===== src/rtl/lock_sequencer_if.sv =====
// Keypad/programming/actuator signal bundle for lock_sequencer.
// master = keypad and host side, slave = sequencer side.
interface lock_sequencer_if #(
  parameter int unsigned DIGIT_W   = 3,
  parameter int unsigned CODE_LEN  = 3,
  parameter int unsigned MAX_FAILS = 3
);
  localparam int unsigned FcW = $clog2(MAX_FAILS + 1);

  logic                         digit_valid;
  logic [DIGIT_W-1:0]           digit;
  logic                         digit_ready;
  logic                         prog_req;
  logic [CODE_LEN*DIGIT_W-1:0]  prog_code;
  logic                         prog_ack;
  logic                         unlock;
  logic                         locked_out;
  logic                         fail_pulse;
  logic [FcW-1:0]               fail_count;

  modport master (
    output digit_valid, digit, prog_req, prog_code,
    input  digit_ready, prog_ack, unlock, locked_out, fail_pulse, fail_count
  );

  modport slave (
    input  digit_valid, digit, prog_req, prog_code,
    output digit_ready, prog_ack, unlock, locked_out, fail_pulse, fail_count
  );
endinterface


===== src/rtl/lock_sequencer.sv =====
// Keypad code lock: digit entry, code compare, timed unlock window, fail counting and lockout.
// Optional inter-digit entry timeout enabled by defining LOCK_SEQ_ENTRY_TIMEOUT_EN.
module lock_sequencer #(
  parameter int unsigned                      DIGIT_W        = 3,
  parameter int unsigned                      CODE_LEN       = 3,
  parameter int unsigned                      MAX_FAILS      = 3,
  parameter int unsigned                      UNLOCK_CYCLES  = 8,
  parameter int unsigned                      LOCKOUT_CYCLES = 16,
  parameter logic [CODE_LEN*DIGIT_W-1:0]      DEFAULT_CODE   = 9'b011_111_101,
  parameter int unsigned                      TIMEOUT_CYCLES = 32
) (
  input logic             clk,
  input logic             reset,
  lock_sequencer_if.slave bus
);

  localparam int unsigned CodeW  = CODE_LEN * DIGIT_W;
  localparam int unsigned IdxW   = (CODE_LEN > 1) ? $clog2(CODE_LEN) : 1;
  localparam int unsigned FcW    = $clog2(MAX_FAILS + 1);
  localparam int unsigned MaxCyc = (UNLOCK_CYCLES > LOCKOUT_CYCLES) ? UNLOCK_CYCLES : LOCKOUT_CYCLES;
  localparam int unsigned CntW   = $clog2(MaxCyc + 1);
  localparam logic [FcW-1:0] MaxFails = FcW'(MAX_FAILS);

  localparam logic [2:0] StIdle     = 3'd0;
  localparam logic [2:0] StEntry    = 3'd1;
  localparam logic [2:0] StCheck    = 3'd2;
  localparam logic [2:0] StUnlocked = 3'd3;
  localparam logic [2:0] StLockout  = 3'd4;

  logic [2:0]       state_q, state_d;
  logic [IdxW-1:0]  idx_q, idx_d;
  logic [CodeW-1:0] digits_q, digits_d;
  logic [CodeW-1:0] code_q, code_d;
  logic [FcW-1:0]   fails_q, fails_d;
  logic [CntW-1:0]  cnt_q, cnt_d;
  logic             fail_pulse_q, fail_pulse_d;
  logic             prog_ack_q, prog_ack_d;
  logic             digit_ready;
  logic             accept;
  logic             attempt_fail;
  logic [FcW-1:0]   fails_inc;

`ifdef LOCK_SEQ_ENTRY_TIMEOUT_EN
  localparam int unsigned TmoW = $clog2(TIMEOUT_CYCLES + 1);
  logic [TmoW-1:0] tmo_q, tmo_d;
`else
  // TIMEOUT_CYCLES only matters when the entry timeout is built in
  if (TIMEOUT_CYCLES == 0) begin : g_timeout_unused
  end
`endif

  assign digit_ready = (state_q == StIdle) || (state_q == StEntry);
  assign accept      = bus.digit_valid && digit_ready;
  assign fails_inc   = (fails_q == MaxFails) ? fails_q : fails_q + 1'b1;

  always_comb begin
    state_d      = state_q;
    idx_d        = idx_q;
    digits_d     = digits_q;
    code_d       = code_q;
    fails_d      = fails_q;
    cnt_d        = cnt_q;
    fail_pulse_d = 1'b0;
    prog_ack_d   = 1'b0;
    attempt_fail = 1'b0;
`ifdef LOCK_SEQ_ENTRY_TIMEOUT_EN
    tmo_d        = tmo_q;
`endif

    case (state_q)
      StIdle, StEntry: begin
        if (accept) begin
          // Shift in so the first digit ends up in the MSBs, matching the code register
          digits_d = (digits_q << DIGIT_W) | CodeW'(bus.digit);
`ifdef LOCK_SEQ_ENTRY_TIMEOUT_EN
          tmo_d    = '0;
`endif
          if (idx_q == IdxW'(CODE_LEN - 1)) begin
            state_d = StCheck;
            idx_d   = '0;
          end else begin
            state_d = StEntry;
            idx_d   = idx_q + 1'b1;
          end
        end
`ifdef LOCK_SEQ_ENTRY_TIMEOUT_EN
        else if (state_q == StEntry) begin
          if (tmo_q == TmoW'(TIMEOUT_CYCLES - 1)) begin
            attempt_fail = 1'b1;
            idx_d        = '0;
            tmo_d        = '0;
          end else begin
            tmo_d = tmo_q + 1'b1;
          end
        end
`endif
      end
      StCheck: begin
        if (digits_q == code_q) begin
          state_d = StUnlocked;
          cnt_d   = CntW'(UNLOCK_CYCLES);
          fails_d = '0;
        end else begin
          attempt_fail = 1'b1;
        end
      end
      StUnlocked: begin
        if (bus.prog_req) begin
          code_d     = bus.prog_code;
          prog_ack_d = 1'b1;
          state_d    = StIdle;
        end else if (cnt_q == CntW'(1)) begin
          state_d = StIdle;
        end else begin
          cnt_d = cnt_q - 1'b1;
        end
      end
      StLockout: begin
        if (cnt_q == CntW'(1)) begin
          state_d = StIdle;
          fails_d = '0;
        end else begin
          cnt_d = cnt_q - 1'b1;
        end
      end
      default: state_d = StIdle;
    endcase

    if (attempt_fail) begin
      fail_pulse_d = 1'b1;
      fails_d      = fails_inc;
      if (fails_inc == MaxFails) begin
        state_d = StLockout;
        cnt_d   = CntW'(LOCKOUT_CYCLES);
      end else begin
        state_d = StIdle;
      end
    end
  end

  always_ff @(posedge clk or negedge reset) begin
    if (!reset) begin
      state_q      <= StIdle;
      idx_q        <= '0;
      digits_q     <= '0;
      code_q       <= DEFAULT_CODE;
      fails_q      <= '0;
      cnt_q        <= '0;
      fail_pulse_q <= 1'b0;
      prog_ack_q   <= 1'b0;
`ifdef LOCK_SEQ_ENTRY_TIMEOUT_EN
      tmo_q        <= '0;
`endif
    end else begin
      state_q      <= state_d;
      idx_q        <= idx_d;
      digits_q     <= digits_d;
      code_q       <= code_d;
      fails_q      <= fails_d;
      cnt_q        <= cnt_d;
      fail_pulse_q <= fail_pulse_d;
      prog_ack_q   <= prog_ack_d;
`ifdef LOCK_SEQ_ENTRY_TIMEOUT_EN
      tmo_q        <= tmo_d;
`endif
    end
  end

  assign bus.digit_ready = digit_ready;
  assign bus.unlock      = (state_q == StUnlocked);
  assign bus.locked_out  = (state_q == StLockout);
  assign bus.fail_pulse  = fail_pulse_q;
  assign bus.prog_ack    = prog_ack_q;
  assign bus.fail_count  = fails_q;

endmodule


===== src/flat_wrapper.sv =====
// flat-port wrapper written by rule: the top's interface ports become plain ports
module lock_sequencer_flat 
#(
  parameter int unsigned                      DIGIT_W        = 3,
  parameter int unsigned                      CODE_LEN       = 3,
  parameter int unsigned                      MAX_FAILS      = 3,
  parameter int unsigned                      UNLOCK_CYCLES  = 8,
  parameter int unsigned                      LOCKOUT_CYCLES = 16,
  parameter logic [CODE_LEN*DIGIT_W-1:0]      DEFAULT_CODE   = 9'b011_111_101,
  parameter int unsigned                      TIMEOUT_CYCLES = 32
)
  (clk, reset, bus_digit_valid, bus_digit, bus_prog_req, bus_prog_code, bus_digit_ready, bus_prog_ack, bus_unlock, bus_locked_out, bus_fail_pulse, bus_fail_count);
  lock_sequencer_if #(.DIGIT_W(DIGIT_W), .CODE_LEN(CODE_LEN), .MAX_FAILS(MAX_FAILS)) bus_i ();
  input logic clk;
  input logic reset;
  input wire logic [$bits(bus_i.digit_valid)-1:0] bus_digit_valid;
  input wire logic [$bits(bus_i.digit)-1:0] bus_digit;
  input wire logic [$bits(bus_i.prog_req)-1:0] bus_prog_req;
  input wire logic [$bits(bus_i.prog_code)-1:0] bus_prog_code;
  output wire logic [$bits(bus_i.digit_ready)-1:0] bus_digit_ready;
  output wire logic [$bits(bus_i.prog_ack)-1:0] bus_prog_ack;
  output wire logic [$bits(bus_i.unlock)-1:0] bus_unlock;
  output wire logic [$bits(bus_i.locked_out)-1:0] bus_locked_out;
  output wire logic [$bits(bus_i.fail_pulse)-1:0] bus_fail_pulse;
  output wire logic [$bits(bus_i.fail_count)-1:0] bus_fail_count;
  assign bus_i.digit_valid = bus_digit_valid;
  assign bus_i.digit = bus_digit;
  assign bus_i.prog_req = bus_prog_req;
  assign bus_i.prog_code = bus_prog_code;
  assign bus_digit_ready = bus_i.digit_ready;
  assign bus_prog_ack = bus_i.prog_ack;
  assign bus_unlock = bus_i.unlock;
  assign bus_locked_out = bus_i.locked_out;
  assign bus_fail_pulse = bus_i.fail_pulse;
  assign bus_fail_count = bus_i.fail_count;
  lock_sequencer #(.DIGIT_W(DIGIT_W), .CODE_LEN(CODE_LEN), .MAX_FAILS(MAX_FAILS), .UNLOCK_CYCLES(UNLOCK_CYCLES), .LOCKOUT_CYCLES(LOCKOUT_CYCLES), .DEFAULT_CODE(DEFAULT_CODE), .TIMEOUT_CYCLES(TIMEOUT_CYCLES)) u_core (.clk(clk), .reset(reset), .bus(bus_i));
endmodule

===== config.mk =====
export PLATFORM = sky130hd
export DESIGN_NAME = lock_sequencer_flat
export DESIGN_NICKNAME = d
export VERILOG_FILES = /design/src/rtl/lock_sequencer_if.sv /design/src/rtl/lock_sequencer.sv /design/src/flat_wrapper.sv
export SDC_FILE = /design/constraint.sdc
export NUM_CORES = 1
export LEC_CHECK = 0
export ABC_CLOCK_PERIOD_IN_PS = 4600
export BUFFER_PORTS_ARGS = -buffer_cell sky130_fd_sc_hd__buf_2
export CAP_MARGIN = 20
export CORE_MARGIN = 4
export CORE_UTILIZATION = 45
export CTS_CLUSTER_SIZE = 20
export DETAILED_ROUTE_END_ITERATION = 16
export PLACE_DENSITY_LB_ADDON = 0.2
export SYNTH_ARGS = -nofsm -noshare
export SYNTH_HDL_FRONTEND = slang
export SYNTH_SLANG_ARGS = --single-unit

===== constraint.sdc =====
create_clock -name clk -period 4.6 [get_ports clk]
set_input_delay 0.46 -clock clk [delete_from_list [all_inputs] [get_ports clk]]
set_output_delay 0.46 -clock clk [all_outputs]
set_load 0.02 [all_outputs]

* Word-level counts from Yosys, hierarchy flattened
Index checks and enable logic that the tools add are counted.
** Storage, ports and cells
- Flip-flop bits (word level) :: 32
** Cells by class
- Muxes and demuxes :: 25
- Equal/unequal tests :: 12
- $add $sub $neg :: 3
- Bitwise operators :: 1
- Reductions and logical operators :: 9
** Operators by type and width (count)
- $mux W5 :: 5
- $mux W3 :: 6
- $pmux W5 S3 :: 1
- $mux W2 :: 6
- $pmux W3 S4 :: 1
- $eq A9 B9 Y1 :: 1
- $ne A3 B1 Y1 const B :: 3
- $or A9 B3 Y9 :: 1
- $eq A2 B2 Y1 const B :: 3
- $eq A3 B2 Y1 const B :: 2
- $reduce_and A2 Y1 :: 3
- $eq A5 B1 Y1 const B :: 1
- $mux W1 :: 5
- $sub A5 B1 Y5 const B :: 1
- $add A2 B1 Y2 const B :: 2
- $pmux W2 S2 :: 1
- $eq A3 B1 Y1 const B :: 1
- $eq A3 B3 Y1 const B :: 1
- $logic_not A3 Y1 :: 1
- $reduce_and A3 Y1 :: 1
- $reduce_bool A3 Y1 :: 1
- $reduce_or A2 Y1 :: 1
- $logic_and A1 B1 Y1 :: 1
- $logic_or A1 B1 Y1 :: 1

* Logic depth before layout (Yosys ltp)
Gate-level depths: netlist of the first run.
- Depth in word-level cells :: 6
- Mapped depth :: 7

* Worst setup path before layout of the first run
No wires, ideal clock.
- Path type :: register to register
- Start point :: reg u_core.state_q[0]
- End point :: reg u_core.cnt_q[4]
- Setup time :: 0.142 ns
- Arrival :: 1.698 ns
- Stages on the path, launching flop included :: 7
- Path slack :: 2.761 ns
- Clock period less this slack :: 1.839 ns
- Path through :: dfrtp_1 buf_4 nor3b_4 a21oi_2 or4b_4 o311ai_2 o311ai_2
** Between the ends
- Longest elaborated chain between the ends :: 4
- Elaborated cells on any way between the ends :: 7
- Classes of those cells :: eq/ne (3); mux (4)
** Ends and longest elaborated chain
- start: declaration :: RTL line lock_sequencer.sv:30 : logic [2:0] state_q, state_d;
- start signal: assignment :: RTL line lock_sequencer.sv:143 : state_q <= StIdle;
- start signal: assignment :: RTL line lock_sequencer.sv:155 : state_q <= state_d;
- $eq A3 B3 Y1 (*)
- via bus_locked_out :: RTL line flat_wrapper.sv:23 : output wire logic [$bits(bus_i.locked_out)-1:0] bus_locked_out;
- $pmux W5 S3 (*) :: RTL line lock_sequencer.sv:70 : case (state_q)
- $mux W5 :: RTL line lock_sequencer.sv:132 : if (fails_inc == MaxFails) begin
- $mux W5 (*) :: RTL line lock_sequencer.sv:129 : if (attempt_fail) begin
- via u_core.cnt_d[4] :: RTL line lock_sequencer.sv:35 : logic [CntW-1:0] cnt_q, cnt_d;
- end signal: assignment :: RTL line lock_sequencer.sv:160 : cnt_q <= cnt_d;
- end: declaration :: RTL line lock_sequencer.sv:35
The timed path passes the listed nets; every way through them passes the cells marked *.
A chain may end at the register's enable or synchronous reset.

* Worst setup path in the final report of the first run
- Start point :: reg u_core.state_q[1]
- End point :: out bus_unlock
** Between the ends
- Longest elaborated chain between the ends :: 1
** Ends and longest elaborated chain
- $eq A3 B2 Y1 :: RTL line lock_sequencer.sv:170 : assign bus.unlock = (state_q == StUnlocked);
- end: declaration :: RTL line flat_wrapper.sv:22 : output wire logic [$bits(bus_i.unlock)-1:0] bus_unlock;
No other way between the ends.

==> results of run 1 <==
[synthesized netlist by cell type (2+ instances only)]
| master | number |
|---|---|
| nand2_1 | 37 |
| dfrtp_1 | 25 |
| mux2_2 | 9 |
| o21ai_0 | 9 |
| xor2_1 | 9 |
| inv_1 | 8 |
| a21oi_1 | 7 |
| dfstp_2 | 7 |
| nor2_1 | 6 |
| clkbuf_1 | 3 |
| a211oi_1 | 2 |
| and2_1 | 2 |
| ha_1 | 2 |
| nand2b_1 | 2 |
| nand3_1 | 2 |
| nor3_1 | 2 |
| o21a_1 | 2 |
| o311ai_2 | 2 |
[power by group]
| part | switching (mW) | total, mW | internal (mW) |
|---|---|---|---|
| clock | 0.0961 | 0.171 | 0.0748 |
| sequential | 0.129 | 0.559 | 0.430 |
| combinational | 0.243 | 0.451 | 0.208 |
[placed cells by master (no fill, tap or decap), types with 2 or more instances in the layout]
| master | Yosys | layout |
|---|---|---|
| nand3_1 | 2 | 2 |
| a211oi_1 | 2 | 2 |
| inv_1 | 8 | 8 |
| o311ai_2 | 2 | 2 |
| nor3_1 | 2 | 2 |
| xor2_1 | 9 | 9 |
| a21oi_1 | 7 | 7 |
| dfstp_2 | 7 | 7 |
| dfrtp_1 | 25 | 25 |
| nand2b_1 | 2 | 2 |
| clkbuf_4 | 0 | 5 |
| and2_1 | 2 | 2 |
| buf_2 | 1 | 22 |
| o21a_1 | 2 | 2 |
| mux2_2 | 9 | 9 |
| o21ai_0 | 9 | 9 |
| ha_1 | 2 | 2 |
| nand2_1 | 37 | 37 |
| nor2_1 | 6 | 6 |
[routing by layer]
metal  GRT usage [%]  vias up  wire [um]
met2            27.1       21       1520
met5               0        -          0
met3            3.99        8        110
met1            17.2      554       1220
li1                -      584          -
met4            8.35        0         67
[cell type report]
type	count	area share, %
sequential	32	44.7
multi-input combinational	112	40.9
timing repair buffer	22	6.09
tap	46	3.18
clock buffer	7	3.04
inverter	8	1.66
clock inverter	1	0.415
[stage by stage]
stage	area [um2]	hold WS (ps)	utilization, %	instances
CTS	1810	173	53.4	228
global route	1810	205	53.4	228
detailed placement	1750	487	51.5	220
floorplan	1600	164	-	157
global placement	1750	479	51.5	220
finish	1810	153	53.4	228
[how the worst max path moves through the flow]
stage                            from         endpoint  slack [ps]  cells past startpoint
finish              u_core.state_q[1]       bus_unlock        2700                      2
floorplan           u_core.state_q[0]  u_core.cnt_q[4]        2760                      6
detailed placement  u_core.state_q[1]  u_core.cnt_q[4]        2720                      5
CTS                 u_core.state_q[1]       bus_unlock        2690                      2
global route        u_core.state_q[0]       bus_unlock        2610                      2
global placement    u_core.state_q[1]  u_core.cnt_q[4]        2780                      5
[logic make-up after synthesis]
kind of cell,after synthesis
flip-flops,32
adder cells (fa/ha/maj),2
multiplexers,10
AND/OR/NAND/NOR,60
buffers and inverters,13
AO/OA/AOI/OAI,30
XOR/XNOR,10
[state kept, by name, summed over array words and instances (netlist names)]
register               count
u_core.cnt_q               5
u_core.bus.prog_ack        1
u_core.bus.fail_count      2
u_core.state_q             3
u_core.idx_q               2
u_core.bus.fail_pulse      1
u_core.code_q              9
u_core.digits_q            9
[worst max-delay path, delay by kind of cell, from the launching register on]
family | cells | cell delay [ps]
AND/OR/NAND/NOR | 1 | 310
flip-flops | 1 | 600
buffers and inverters | 1 | 200
==> metrics.md, run 1 <==
| Metric | Value |
|---|---|
| Status | completed |
| DP Wirelength | 2180 um |
| Adder-Cell Fraction of Synth Area | 1.56% |
| Remaining design rule violation count | 0 |
| Largest family of logic cells by synthesized area | simple AND/OR/NAND/NOR gates |
| FF-to-FF setup slack | 2720 ps |
| Worst vdd rail ir drop | 261 uV |
| Cells on worst reg2reg path | 5 |
| Fin Setup TNS | 0 ps |
| Slowest stage cell on the critical path | dfrtp_1 |
| Compound-Gate Fraction of Synth Area | 13.3% |
| Skew final | 10.6 ps |
| Initial core utilization | 47.3% |
| Clock sink total | 32 |
| Die width | 67.7 um |
| Critical Path AT | 1440 ps |
| Post-synth top flop | dfrtp_1 |
| Fraction of registers with async set/reset | 100% |
| Worst R2R Start | u_core.state_q[1] |
| CTS Hold Bufs | 0 |
| Setup crit end kind | output port |
| Pre-CTS WS | 2720 ps |
| Yosys reg bits | 32 |
| Layout cells sized above 1 | 29.7% |
| Max_slew headroom | 54.9% |
| Drt total wl | 2910 um |
| Initial antenna violation count | 0 |
| Diode count | 0 |
| Cell variety after synth | 39 |
| Reg2reg end | u_core.cnt_q[4] |
| Minimum clock period | 1900 ps |
| Clock transition at path regs | 100 ps |
| CP required | 4140 ps |
| XOR/XNOR share of the synthesized area | 5.46% |
| Clk Latency, worst-skew pair | 330 ps |
| Post-Syn Instances | 157 |
| Nets@finish | 199 |
| Post-synthesis simple-gate area fraction | 18.8% |
| Post-CTS setup buffer count | 0 |
| Mux cell area share after synthesis | 6.95% |
| Fin. max-slew vios | 0 |
| RSZ-0062 raised after global routing | no |
| Post-route clock period utilization | 41.2% |
| Final worst slack | 2700 ps |
| Die area | 0.00458 mm2 |
| Worst-path fanout max | 13 |
| Area contributors post-synth | dfrtp_1 (39%), dfstp_2 (11%), nand2_1 (8.7%) |
| Via-per-instance ratio | 5.12 |
| Yosys Warn Count | 0 |
| Total GRT Usage | 15.5% |
| Clock root buffer | clkbuf_4 |
| CTS H-tree depth | 2 |
| DIE HEIGHT | 67.7 um |
| Post-synth EDFFs | 0 |
| Seq/Total Area, Yosys | 50.5% |
| Vias in the first global route | 1237 |
| Core box area | 0.00339 mm2 |
| Pwr Total | 1.18 mW |
| Max stage delay on crit path | 600 ps |
| CTS tree | yes |
| Top Ports | 23 |
| First-pass DRT Iterations | 4 |
| CTS max path bufs | 2 |
| Least-Margin Pin Slew | 677 ps |
| Post-Syn Area per Cell | 10.2 um2 |
| Post-route ant nets | 0 |
| CTS buffer count | 5 |
| Power per cell area | 653 mW/mm2 |
| Routability-driven placement congestion ratio | 0.829 |
| Setup CP Type | reg2out |
| Post-synthesis net count | 175 |
| DR WL/cell | 12.8 um |
| # fillers | 307 |
| Vias | 1167 |
| Sequential cell area | 810 um2 |
| Fmax | 528 MHz |
| Iter 0 DRT Violations | 52 |
| Post-CTS sizing | 0 |
| Yosys top cell by area | dfrtp_1 |
| GR Overflow Total | 0 |
| Multi-input gate area | 739 um2 |
| P&R area growth vs syn | 12.9% |
| Largest net degree at the start of global routing | 33 |
| Hold Vio Cnt, Final | 0 |
| Crit-path cells | and3b_1 -> buf_2 |
| Max-cap violations | 0 |
| HP Class | in2async |
| First-pass GRT wire length | 5270 um |
| I/O Buffers | 22 |
| P_leak | 0.834 nW |
| Mapped Area | 0.00160 mm2 |
| Setup crit start kind | register |
| Std cell rows | 21 |
| Yosys top cell area share | 39.0% |
| # setup viols final | 0 |
(Power assumes the default switching activity.)
==> inputs of run 2 (changes only) <==
--- a/config.mk
+++ b/config.mk
@@ -5,7 +5,8 @@
 export SDC_FILE = /design/constraint.sdc
 export NUM_CORES = 1
 export LEC_CHECK = 0
-export ABC_CLOCK_PERIOD_IN_PS = 4600
+export ABC_AREA = 1
+export ABC_CLOCK_PERIOD_IN_PS = 1900
 export BUFFER_PORTS_ARGS = -buffer_cell sky130_fd_sc_hd__buf_2
 export CAP_MARGIN = 20
 export CORE_MARGIN = 4
==> constraint.sdc (replaced) <==
create_clock -name clk -period 1.9 [get_ports clk]
set_input_delay 0.19 -clock clk [delete_from_list [all_inputs] [get_ports clk]]
set_output_delay 0.19 -clock clk [all_outputs]
set_load 0.02 [all_outputs]
==> run 2 against run 1 <==
Effect of this change:
- flip-flop and latch count unchanged
- final cell count up 25%
- synthesized cell count rose by 32%
- first-iteration DRC count rose by 13%
- combinational power increased to 2.7 times the previous value
- register-to-register slack lost 2400 ps
- utilization grew 2.6 points
==> metrics.md, run 2 <==
| Metric | Value |
|---|---|
| Clk Latency, worst-skew pair | 290 ps (-40 ps) |
| Clock sink total | 32 (unchanged) |
| CP bufs+invs | 1 (unchanged) |
| Sequential cell area | 810 um2 (unchanged) |
| Yosys top cell area share | 37.8% (-1.3 points) |
| Layout cells sized above 1 | 21.0% (-8.7 points) |
| DIE HEIGHT | 68.7 um (+1.5%) |
| Setup crit end kind | register |
| Diode count | 0 (unchanged) |
| Via-per-instance ratio | 4.76 (-7.1%) |
| GR Overflow Total | 0 (unchanged) |
| Fin. max-slew vios | 0 (unchanged) |
| Max-cap violations | 0 (unchanged) |
| Skew final | 7.57 ps (-3.02 ps) |
| Least-Margin Pin Slew | 689 ps (+12.4 ps) |
| Seq/Total Area, Yosys | 48.9% (-1.6 points) |
| Setup crit start kind | register |
| Clock transition at path regs | 70 ps (-30 ps) |
| P&R area growth vs syn | 16.2% |
| Mapped Area | 0.00166 mm2 (+3.4%) |
| Std cell rows | 21 (unchanged) |
| Post-synth EDFFs | 0 (unchanged) |
| Crit-path cells | xnor2_1 -> nand2_1 -> nor2_1 -> nand2_1 -> nand2_1 -> inv_1 -> nand2_4 -> o21ai_0 |
| Remaining design rule violation count | 0 (unchanged) |
| Int Power | 1.76 mW (+150%) |
| Most common cell after layout, fill and taps aside | nand2_1 |
| Die area | 0.00472 mm2 (+3.0%) |
| Sw Ratio | 41.1% (+1.5 points) |
| DR WL/cell | 10.9 um (-15%) |
| Post-layout instance area | 0.00193 mm2 (+6.4%) |
| CTS tree | yes |
| Drt total wl | 3090 um (+6.1%) |
| Slowest stage cell on the critical path | dfstp_2 |
| HP Class | in2reg |
| CTS max path bufs | 2 (unchanged) |
| Iter 0 DRT Violations | 59 (+13%) |
| Cell variety after synth | 23 (-41%) |
| Largest net degree at the start of global routing | 33 (unchanged) |
| Top Ports | 23 (unchanged) |
| Yosys reg bits | 32 (unchanged) |
| Fmax | 615 MHz |
| P_leak | 1.03 nW (+23%) |
| CTS buffer count | 5 (unchanged) |
| Fraction of registers with async set/reset | 100% (unchanged) |
| Yosys Warn Count | 0 (unchanged) |
| Top flop regs | u_core.code_q (9), u_core.digits_q (9), u_core.cnt_q (5) |
| Commonest cells in the netlist | nand2_1 (69), inv_1 (27), dfrtp_1 (25), nand3_1 (20), o21ai_0 (19) |
| Fin Setup TNS | 0 ps (unchanged) |
| Hold Vio Cnt, Final | 0 (unchanged) |
| Status | completed |
| Post-Syn Instances | 207 (+32%) |
| Most common cell in the synthesized netlist | nand2_1 |
| Post-route clock period utilization | 85.6% |
| Nets@finish | 255 (+28%) |
| Switching power | 1.23 mW (+160%) |
| I/O Buffers | 22 (unchanged) |
| Initial core utilization | 48.1% (+0.84 points) |
| Area post-placement | 0.00182 mm2 (+4.4%) |
| Power per cell area | 1550 mW/mm2 (+140%) |
| Critical Path AT | 1780 ps (+340 ps) |
| # placed instances | 275 (+25%) |
| Area contributors post-synth | dfrtp_1 (38%), nand2_1 (16%), dfstp_2 (11%) |
| CTS H-tree depth | 2 (unchanged) |
| Most used cell, CP | nand2_1 |
| Die width | 68.7 um (+1.5%) |
| Core box area | 0.00344 mm2 (+1.6%) |
| # setup viols final | 0 (unchanged) |
| RSZ-0062 raised after global routing | no |
| Post-Syn Area per Cell | 8.00 um2 (-22%) |
| # fillers | 345 (+12%) |
| Post-route ant nets | 0 (unchanged) |
| Multi-input gate area | 718 um2 (-2.9%) |
| First-pass GRT wire length | 5370 um (+1.8%) |
| Post-synthesis net count | 225 (+29%) |
| Total GRT Usage | 15.6% (+0.018 points) |
| Clk pwr share | 17.7% (+3.2 points) |
| Clock root buffer | clkbuf_8 |
| Sequential fraction of design power | 41.8% (-5.5 points) |
| Routability-driven placement congestion ratio | 0.880 (+6.2%) |
| Post-synth top flop | dfrtp_1 |
| Logic pwr share | 40.5% (+2.3 points) |
| Worst vdd rail ir drop | 698 uV (+170%) |
| Yosys top cell by area | dfrtp_1 |
| CP top delay family | simple AND/OR/NAND/NOR gates |
| Final hold slack | 94.6 ps (-58.2 ps) |
| Post-CTS sizing | 0 (unchanged) |
| Max stage delay on crit path | 540 ps (-60 ps) |
| Minimum clock period | 1630 ps |
| DP Wirelength | 2310 um (+6.2%) |
| CP required | 2050 ps (-2090 ps) |
| First-pass DRT Iterations | 4 (unchanged) |
| Max_slew headroom | 54.1% (-0.83 points) |
| Vias | 1351 (+16%) |
| Vias in the first global route | 1255 (+1.5%) |
| Setup CP Type | reg2reg |
| Initial antenna violation count | 0 (unchanged) |
| Worst-path fanout max | 7 (-6) |
| Final non-filler cell total | 284 (+25%) |
| Most frequent cells in the layout | nand2_1 (69), inv_1 (27), dfrtp_1 (25) |
run 2: metrics by stage:
step                      setup WS [ps]  power (mW)  util (%)
after global routing                104        3.27      55.9
after detailed placement            272        2.48      53.0
final                               273        2.99      55.9
after floorplan                     458        2.18         -
after global placement              285        2.47      53.0
after CTS                           247        3.02      55.9
run 2: power groups by stage:
stage | sequential [mW] | clock, mW | combinational (mW)
detailed placement | 1.26 | 0 | 1.22
global route | 1.29 | 0.577 | 1.41
finish | 1.25 | 0.528 | 1.21
global placement | 1.26 | 0 | 1.21
floorplan | 1.25 | 0 | 0.931
CTS | 1.25 | 0.545 | 1.23
run 2: final timing paths:
| check | endpoint | slack [ps] | cells after the start | start |
|---|---|---|---|---|
| max in group asynchronous | u_core.cnt_q[3] | 970 | 2 | reset |
| min in group asynchronous | u_core.bus.fail_count[0] | 470 | 2 | reset |
| setup reg to reg | u_core.state_q[2] | 270 | 8 | u_core.code_q[5] |
| hold reg to reg | u_core.code_q[6] | 470 | 2 | u_core.code_q[6] |
| setup / recovery | u_core.state_q[2] | 270 | 8 | u_core.code_q[5] |
| hold / removal | u_core.code_q[4] | 90 | 3 | bus_prog_code[4] |
run 2: what timing repair did:
| item | in CTS | in global routing |
|---|---|---|
| endpoints found under the hold margin | 25 | 0 |
| hold buffers | 1 | 0 |
| setup buffers | 0 | 0 |
| setup endpoints to repair | 0 | 0 |
run 2: cell type report:
type	count	share of cell area [%]
tap	46	2.99
clock buffer	5	3.57
sequential	32	42.0
inverter	30	5.85
clock inverter	3	1.23
timing repair buffer	25	7.02
multi-input combinational	143	37.3
run 2: metal layers:
metal	global-route usage [%]	wire length, um
met1	19.4	1470
met2	24.8	1400
met3	5.35	166
met4	5.96	53
met5	0	0
run 2: kinds of logic (layout without fill, tap and decap cells):
family          count (synthesis)  in the layout  synth area share (%)
compound gates                 28             28                  8.76
xor+xnor                        8              8                  4.23
flops                          32             32                  48.9
simple gates                  105            105                  28.9
fa+ha+maj                       2              2                  1.51
buf+inv                        32             63                  7.78
run 2: worst register-to-register path, stage by stage, from the launching register on:
cell and delay (ps):
dfstp_2 540, xnor2_1 120, nand2_1 70, nor2_1 110
nand2_1 130, nand2_1 190, inv_1 120, nand2_4 110
o21ai_0 120
